`config.mk`:
```
export PLATFORM = sky130hd
export DESIGN_NAME = player_ctrl
export DESIGN_NICKNAME = d
export VERILOG_FILES = /design/src/rtl/player_ctrl_pkg.sv /design/src/rtl/player_ctrl_btn_sample.sv /design/src/rtl/player_ctrl.sv
export SDC_FILE = /design/constraint.sdc
export NUM_CORES = 1
export LEC_CHECK = 0
export CAP_MARGIN = 20
export CORE_UTILIZATION = 40
export CTS_BUF_LIST = sky130_fd_sc_hd__clkbuf_8
export DETAILED_ROUTE_END_ITERATION = 10
export PLACE_DENSITY = 0.61
export SLEW_MARGIN = 20
export SYNTH_ARGS = -nofsm -noshare
export SYNTH_HDL_FRONTEND = slang
export SYNTH_SLANG_ARGS = --single-unit
```
`constraint.sdc`:
```
create_clock -name i_clk -period 4.55 [get_ports i_clk]
set_input_delay 0.91 -clock i_clk [delete_from_list [all_inputs] [get_ports i_clk]]
set_output_delay 0.91 -clock i_clk [all_outputs]
set_load 0.005 [all_outputs]
```
`src/rtl/player_ctrl_pkg.sv`:
```
// Shared widths, types and helpers for the player front-panel controller.
// Widths are sized for the largest legal configuration (16 volume steps, 32 tracks).
package player_pkg;

  localparam int MAX_VOL_STEPS = 16;
  localparam int MAX_TRACKS    = 32;

  localparam int VOL_W = $clog2(MAX_VOL_STEPS);
  localparam int TRK_W = $clog2(MAX_TRACKS);

  localparam int BTN_NEXT = 0;
  localparam int BTN_PRE  = 1;
  localparam int BTN_DEC  = 2;
  localparam int BTN_INC  = 3;

  typedef logic [VOL_W-1:0] att_t;

  function automatic logic [MAX_TRACKS-1:0] onehot(input logic [TRK_W-1:0] idx);
    onehot = MAX_TRACKS'(1) << idx;
  endfunction

endpackage

```
`src/rtl/player_ctrl_btn_sample.sv`:
```
// One push-button: 2-FF synchroniser, tick-rate sampling and press-edge detection.
// With PLAYER_CTRL_AUTOREPEAT_EN defined and REPEAT_EN set, a hold counter adds auto-repeat.
module player_ctrl_btn_sample #(
  parameter int REPEAT_TICKS = 3,
  parameter bit REPEAT_EN    = 1'b0
) (
  input  logic i_clk,
  input  logic i_rst,
  input  logic i_btn,
  input  logic i_tick,
  output logic o_act
);

  logic [1:0] r_sync;
  logic       r_prev;
  logic       w_s;
  logic       w_press;

  if (REPEAT_EN && REPEAT_TICKS < 1) begin : g_chk
    $error("player_ctrl_btn_sample: REPEAT_TICKS must be >= 1");
  end

  always_ff @(posedge i_clk or posedge i_rst) begin
    if (i_rst) begin
      r_sync <= '0;
      r_prev <= 1'b0;
    end else begin
      r_sync <= {r_sync[0], i_btn};
      if (i_tick) r_prev <= r_sync[1];
    end
  end

  // The current sample is the synchroniser output during the tick cycle itself.
  assign w_s     = r_sync[1];
  assign w_press = i_tick & w_s & ~r_prev;

`ifdef PLAYER_CTRL_AUTOREPEAT_EN
  if (REPEAT_EN) begin : g_rep
    localparam int HW = $clog2(REPEAT_TICKS + 1);
    localparam logic [HW-1:0] HOLD_MAX = HW'(REPEAT_TICKS);
    localparam logic [HW-1:0] HOLD_RPT = HW'(REPEAT_TICKS - 1);

    logic [HW-1:0] r_hold;

    always_ff @(posedge i_clk or posedge i_rst) begin
      if (i_rst) begin
        r_hold <= '0;
      end else if (i_tick) begin
        if (!w_s) r_hold <= '0;
        else if (r_hold != HOLD_MAX) r_hold <= r_hold + 1'b1;
      end
    end

    // r_hold counts earlier held ticks, so this tick is held tick number r_hold+1.
    assign o_act = w_press | (i_tick & w_s & (r_hold >= HOLD_RPT));
  end else begin : g_norep
    assign o_act = w_press;
  end
`else
  assign o_act = w_press;
`endif

endmodule

```
`src/rtl/player_ctrl.sv`:
```
// Front-panel controller: debounced volume attenuation and track selection for the MP3 player.
// Define PLAYER_CTRL_AUTOREPEAT_EN to enable auto-repeat on held volume buttons.
module player_ctrl
  import player_pkg::*;
#(
  parameter int         TICK_DIV      = 10_000_000,
  parameter int         VOL_STEPS     = 16,
  parameter logic [7:0] VOL_STEP_SIZE = 8'h10,
  parameter int         VOL_INIT      = 6,
  parameter int         NUM_TRACKS    = 5,
  parameter int         REPEAT_TICKS  = 3
) (
  input  logic                          i_clk,
  input  logic                          i_rst,
  input  logic                          i_inc_vol,
  input  logic                          i_dec_vol,
  input  logic                          i_pre_music,
  input  logic                          i_next_music,
  output logic [7:0]                    o_vol,
  output logic [$clog2(VOL_STEPS)-1:0]  o_vol_level,
  output logic [$clog2(NUM_TRACKS)-1:0] o_track_idx,
  output logic [NUM_TRACKS-1:0]         o_music_select,
  output logic                          o_is_changed_n
);

  localparam int CW = $clog2(TICK_DIV);
  localparam int LW = $clog2(VOL_STEPS);
  localparam int TW = $clog2(NUM_TRACKS);

  localparam logic [CW-1:0] CNT_LAST = CW'(TICK_DIV - 1);
  localparam att_t          ATT_MAX  = att_t'(VOL_STEPS - 1);
  localparam att_t          ATT_INIT = att_t'(VOL_INIT);
  localparam logic [TW-1:0] TRK_LAST = TW'(NUM_TRACKS - 1);

  if (TICK_DIV < 2 || VOL_STEPS < 2 || VOL_STEPS > MAX_VOL_STEPS ||
      NUM_TRACKS < 2 || NUM_TRACKS > MAX_TRACKS ||
      VOL_INIT < 0 || VOL_INIT >= VOL_STEPS ||
      (VOL_STEPS - 1) * int'(VOL_STEP_SIZE) > 255) begin : g_chk
    $error("player_ctrl: parameter out of range");
  end

  logic [CW-1:0] r_tick_cnt;
  logic          w_tick;
  logic [3:0]    w_btn;
  logic [3:0]    w_act;
  att_t          r_att;
  att_t          w_att_nxt;
  logic [TW-1:0] r_trk;
  logic [TW-1:0] w_trk_nxt;
  logic          w_trk_chg;
  logic          r_chg_n;

  assign w_tick = (r_tick_cnt == CNT_LAST);

  always_ff @(posedge i_clk or posedge i_rst) begin
    if (i_rst)       r_tick_cnt <= '0;
    else if (w_tick) r_tick_cnt <= '0;
    else             r_tick_cnt <= r_tick_cnt + 1'b1;
  end

  assign w_btn[BTN_INC]  = i_inc_vol;
  assign w_btn[BTN_DEC]  = i_dec_vol;
  assign w_btn[BTN_PRE]  = i_pre_music;
  assign w_btn[BTN_NEXT] = i_next_music;

  // Only the volume buttons may auto-repeat.
  for (genvar gi = 0; gi < 4; gi++) begin : g_btn
    player_ctrl_btn_sample #(
      .REPEAT_TICKS (REPEAT_TICKS),
      .REPEAT_EN    (gi == BTN_INC || gi == BTN_DEC)
    ) u_btn (
      .i_clk  (i_clk),
      .i_rst  (i_rst),
      .i_btn  (w_btn[gi]),
      .i_tick (w_tick),
      .o_act  (w_act[gi])
    );
  end

  always_comb begin
    w_att_nxt = r_att;
    if (w_act[BTN_INC] && !w_act[BTN_DEC] && r_att != '0)
      w_att_nxt = r_att - 1'b1;
    else if (w_act[BTN_DEC] && !w_act[BTN_INC] && r_att != ATT_MAX)
      w_att_nxt = r_att + 1'b1;
  end

  always_comb begin
    w_trk_nxt = r_trk;
    w_trk_chg = 1'b0;
    if (w_act[BTN_NEXT] && !w_act[BTN_PRE]) begin
      w_trk_nxt = (r_trk == TRK_LAST) ? '0 : r_trk + 1'b1;
      w_trk_chg = 1'b1;
    end else if (w_act[BTN_PRE] && !w_act[BTN_NEXT]) begin
      w_trk_nxt = (r_trk == '0) ? TRK_LAST : r_trk - 1'b1;
      w_trk_chg = 1'b1;
    end
  end

  always_ff @(posedge i_clk or posedge i_rst) begin
    if (i_rst) begin
      r_att   <= ATT_INIT;
      r_trk   <= '0;
      r_chg_n <= 1'b1;
    end else begin
      r_att   <= w_att_nxt;
      r_trk   <= w_trk_nxt;
      r_chg_n <= ~w_trk_chg;
    end
  end

  assign o_vol          = 8'(r_att) * VOL_STEP_SIZE;
  assign o_vol_level    = LW'(ATT_MAX - r_att);
  assign o_track_idx    = r_trk;
  assign o_music_select = NUM_TRACKS'(onehot(TRK_W'(r_trk)));
  assign o_is_changed_n = r_chg_n;

endmodule

```
== Word-level counts from Yosys, hierarchy flattened ==
Index checks and enable logic that the tools add are counted.
Cells by class
  add/subtract/negate cells: 6
  equal/unequal tests: 3
  shift operators: 1
  muxes and demuxes: 9
  bitwise logic cells: 13
  reduce and logical (&&, ||, !) cells: 14
Operator list (count)
  adder 24 x 1 -> 24 bit (second input constant): 1
  equality test 24 bit (second input constant): 1
  2-to-1 mux 24 bit: 1
  2-to-1 mux 3 bit: 4
  bitwise AND 1 bit: 8
  2-to-1 mux 4 bit: 2
  logical AND 1 bit: 6
  inverter 1 bit: 5
  left shift 1 x 3 -> 5 bit (first input constant): 1
  adder 4 x 1 -> 4 bit (second input constant): 1
  logical NOT 1 bit: 4
  != test 4 bit (second input constant): 1
  nonzero test 2 bit: 2
  nonzero test 4 bit: 1
  subtractor 4 x 1 -> 4 bit (second input constant): 1
  subtractor 4 bit (first input constant): 1
  adder 3 x 1 -> 3 bit (second input constant): 1
  equality test 3 bit (second input constant): 1
  logical NOT 3 bit: 1
  subtractor 3 x 1 -> 3 bit (second input constant): 1
  2-to-1 mux 1 bit: 2
Storage, ports and cells
  flip-flop bits (word level): 44
  input port bits: 6
  output and inout port bits: 21
  word-level logic and storage cells: 58

== Longest topological paths before layout ==
  depth in word-level cells: 8
  depth in mapped cells: 12
  gate-level depth less buffers: 11

== By module ==
A second synthesis with hierarchy kept.
Second synthesis, totals
  cells, all modules: 203
  area, all modules: 2232.1 um2
Modules (own cells, without submodules)
  player_ctrl: times used 1, cells each 179, area an instance 1816.7 um2, seq. area each 804.5 um2
  player_ctrl_btn_sample: times used 4, cells each 6, area an instance 103.8 um2, seq. area each 75.1 um2

== Worst setup path before layout ==
OpenSTA, ideal clock, no wires.
  path kind: register -> register
  start point: register r_tick_cnt[11]
  end point: register r_att[3]
  setup time: 0.125 ns
  arrival time: 2.481 ns
  data required time: 4.425 ns
  setup slack: 1.945 ns
  stages on the path, launching flop included: 12
  buffers on the path: 1
  clock period less this slack: 2.605 ns
  cells stage by stage: dfrtp_1 or4b_4 nor4_4 buf_6 nand2_1 inv_1 ha_1 a21o_1 a21oi_1 mux2i_1 nand2_1 xnor2_1
Between the ends
  cells in the longest elaborated chain, start to end: 7
  elaborated cells on any way between the ends: 13
  classes of those cells: eq/ne: 1; mux: 1; bitwise: 4; reduce/logical: 7
RTL lines
  start: declaration: line player_ctrl.sv:42  | logic [CW-1:0] r_tick_cnt;
  start signal: assignment: line player_ctrl.sv:58  | else r_tick_cnt <= r_tick_cnt + 1'b1;
  equality test 24 bit (*): line player_ctrl.sv:53  | assign w_tick = (r_tick_cnt == CNT_LAST);
  bitwise AND 1 bit (2 in a row): line player_ctrl_btn_sample.sv:35  | assign w_press = i_tick & w_s & ~r_prev;
  logical NOT 1 bit, on equally long branches: line player_ctrl.sv:82, player_ctrl.sv:84
  logical AND 1 bit, on equally long branches (2 in a row): line player_ctrl.sv:82, player_ctrl.sv:84
  2-to-1 mux 4 bit or nonzero test 2 bit (tied branches)
  end signal: assignment: line player_ctrl.sv:106  | r_att <= w_att_nxt;
  end: declaration: line player_ctrl.sv:46  | att_t r_att;
Mark *: on every way between the ends. The rest lies on a longest branch, timed or not.
A chain may end at the register's enable or synchronous reset.

== Worst setup path after layout ==
  start point: register r_trk[0] (netlist: o_track_idx[0])
  end point: output o_music_select[4]
Between the ends
  cells in the longest elaborated chain, start to end: 1
RTL lines
  start: declaration: line player_ctrl.sv:48  | logic [TW-1:0] r_trk;
  start signal: assignment: line player_ctrl.sv:107  | r_trk <= w_trk_nxt;
  left shift 1 x 3 -> 5 bit: line player_ctrl_pkg.sv:19  | onehot = MAX_TRACKS'(1) << idx;
  end: declaration: line player_ctrl.sv:22  | output logic [NUM_TRACKS-1:0] o_music_select,
No other way between the ends.

==> flow_metrics.tcl <==
set metrics [dict create \
    fin_tns_setup_ps 0 \
    leakagePower_nw 1.16 \
    detail-route-antenna-nets 0 \
    grt_pass1_wl_mm 6.03 \
    fin_crit_sh_pct 59.0 \
    power.internal_mw 0.520 \
    place_congestion 0.738 \
    hold-worst-slack_ps 351 \
    power.density_nw_per_um2 259 \
    yosysTopAreaCellShare_pct 47.1 \
    synth_edf_count 0 \
    required_ps 3640 \
    fillers 481 \
    setup_viol 0 \
    totalWireLength_mm 3.43 \
    avgViaCountPerCell 4.83 \
    tightestPinTransition_ps 553 \
    clock_sinks 44 \
    syn_inst 196 \
    die_w_um 75.8 \
    status "finished clean" \
    dpl-instance-area_um2 2450 \
    num_vias 1419 \
    track_usage_pct 14.3 \
    die-area_um2 5740 \
    switching_share_pct 21.2 \
    cts_root_buf "clkbuf_8" \
    maxSlewViolCount 0 \
    skew_ps 9.69 \
    synth_area_per_cell_um2 11.1 \
    yosysTopAreaCell "dfrtp_1" \
    seq_power_share_pct 60.0 \
    clock_power_share_pct 37.6 \
    final_hold_viol_count 0 \
    final_common_cell "dfrtp_1" \
    syn_area_um2 2180 \
    max-cap-violations 0 \
    multiInputGateArea_um2 990 \
    numCtsBuffers 5 \
    port_buffers 22 \
    async_reset_ff_share_pct 100 \
    initial_core_util_pct 42.1 \
    insertion_delay_ps 300 \
    worst_setup_path_end_kind "output port" \
    design_area_um2 2540 \
    grt_pass1_vias 1363 \
    drc_errors 0 \
    yosysWarnings 0 \
    rsz0062_at_grt "false" \
    reg2reg_to "o_track_idx[0]" \
    min_path_type "reg2reg" \
    wl_met3_um 111 \
    r2r_slack_ps 1900 \
    path_class "reg2out" \
    synthFlopType "dfrtp_1" \
    area_growth_pct 16.9 \
    wire_per_inst_um 11.7 \
    die_h_um 75.8 \
    layout_common_cells "41 x dfrtp_1, 22 x clkdlybuf4s50_1, 18 x nor2_1" \
    worstPathArrival_ps 1770 \
    wirelength_met1_mm 1.74 \
    rows 26 \
    cts_hold_buf 0 \
    min_from "g_btn[0].u_btn.r_sync[0]" \
    dp_hpwl_mm 2.45 \
    cts_tree "built" \
    ys_ff_latch 44 \
    clock_path_buffers 2 \
    slew_headroom_pct 62.8 \
    dr_wl_met2_mm 1.52 \
    min_period_ps 2680 \
    place_inst 286 \
    antenna_found_initial 0 \
    worst_setup_path_start_kind "register" \
    route.top_layer_used "met4" \
    grt_max_degree 45 \
    synth_sequential_area_ratio_pct 50.7 \
    startpoint "o_track_idx[0]" \
    stdcell_count 294 \
    fin_nets 241 \
    drive_above_1_share_pct 8.93 \
    core_area_um2 5170 \
    cts_resized 0 \
    max_freq_mhz 373 \
    peakVddDrop_uv 182 \
    diodes 0 \
    clk_pin_slew_ps 70 \
    min_delay_path_depth 0 \
    synth_cell_types 39 \
    switchingPower_mw 0.140 \
    post_cts_buffers 0 \
    ff2ff_path_depth 7 \
    r2r_start "r_tick_cnt[13]" \
    hold_end "g_btn[0].u_btn.r_sync[1]" \
    synth_area_leaders "dfrtp_1 47%, ha_1 6.3%, xnor2_1 4.4%" \
    first_iter_violations 63 \
    ioPinCount 27 \
    final-seq-area_um2 1100 \
    firstDrtPassIters 4 \
    pwr-share-comb_pct 2.4 \
    htree_levels 2 \
    grt.overflow.total 0 \
    critPathMaxFanout 6 \
]
[through the flow]
stage | utilization [%] | total power, mW | setup slack, ps
global route | 49.2 | 0.689 | 1690
finish | 49.2 | 0.659 | 1870
floorplan | - | 0.415 | 1940
detailed placement | 47.5 | 0.420 | 1930
global placement | 47.5 | 0.420 | 2000
CTS | 49.2 | 0.672 | 1850
[power by group through the flow]
stage	clock network, mW	logic, mW	registers (mW)
floorplan	0	0.0116	0.403
global placement	0	0.0166	0.403
CTS	0.260	0.0167	0.396
finish	0.248	0.0159	0.396
detailed placement	0	0.0167	0.403
global route	0.274	0.0188	0.396
[worst max-delay path by stage]
stage / end / slack [ps] / cells after the start
floorplan: r_att[3] / 1940 / 11
global placement: r_att[3] / 2000 / 10
detailed placement: o_track_idx[0] / 1930 / 7
CTS: o_music_select[4] / 1850 / 4
global route: o_track_idx[0] / 1690 / 7
finish: o_music_select[4] / 1870 / 4
[kinds of logic (layout without fill, tap and decap cells)]
kind of cell / count (synthesis) / count (layout) / share of synthesized area [%]
other: 1 / 4 / 0.172
adders and majority gates: 12 / 12 / 7.24
buffers and inverters: 17 / 42 / 4.31
and+or+nand+nor: 79 / 79 / 20.6
AOI/OAI and AO/OA: 11 / 11 / 3.22
xor gates and xnor gates: 22 / 22 / 8.85
muxes: 10 / 10 / 4.88
DFF: 44 / 44 / 50.7
[flip-flops by register name (all words and copies together) (netlist names)]
signal	count
r_tick_cnt	24
g_btn.u_btn.r_sync	8
g_btn.u_btn.r_prev	4
r_att	4
o_track_idx	3
o_is_changed_n	1
[synthesized netlist by cell type (5+ instances only)]
master,count
nand3_1,11
mux2i_1,5
inv_1,10
xor2_1,11
nor2_1,18
buf_4,6
xnor2_1,11
mux2_2,5
a21oi_1,5
nand4_1,5
dfrtp_1,41
ha_1,11
nor2b_1,5
nand2b_1,5
nand2_1,13
[metal layers]
layer / global-route usage, % / up-vias
li1: - / 711
met1: 19.0 / 678
met2: 21.6 / 25
met3: 3.57 / 5
met4: 7.41 / 0
met5: 0 / -
[worst max-delay path, cell delays in order, from the launching register on]
cell             delay (ps)
dfrtp_1                 440
inv_1                   110
ha_1                    220
ha_1                    210
clkdlybuf4s50_1         510
[final cells by class]
| type | instances | share of cell area, % |
|---|---|---|
| Clock inverter | 2 | 0.295 |
| Tap cell | 70 | 3.44 |
| Inverter | 10 | 1.47 |
| Sequential cell | 44 | 43.4 |
| Timing Repair Buffer | 24 | 9.24 |
| Multi-Input combinational cell | 138 | 38.9 |
| Clock buffer | 6 | 3.24 |
No activity file was read; power rests on OpenSTA's default activity.
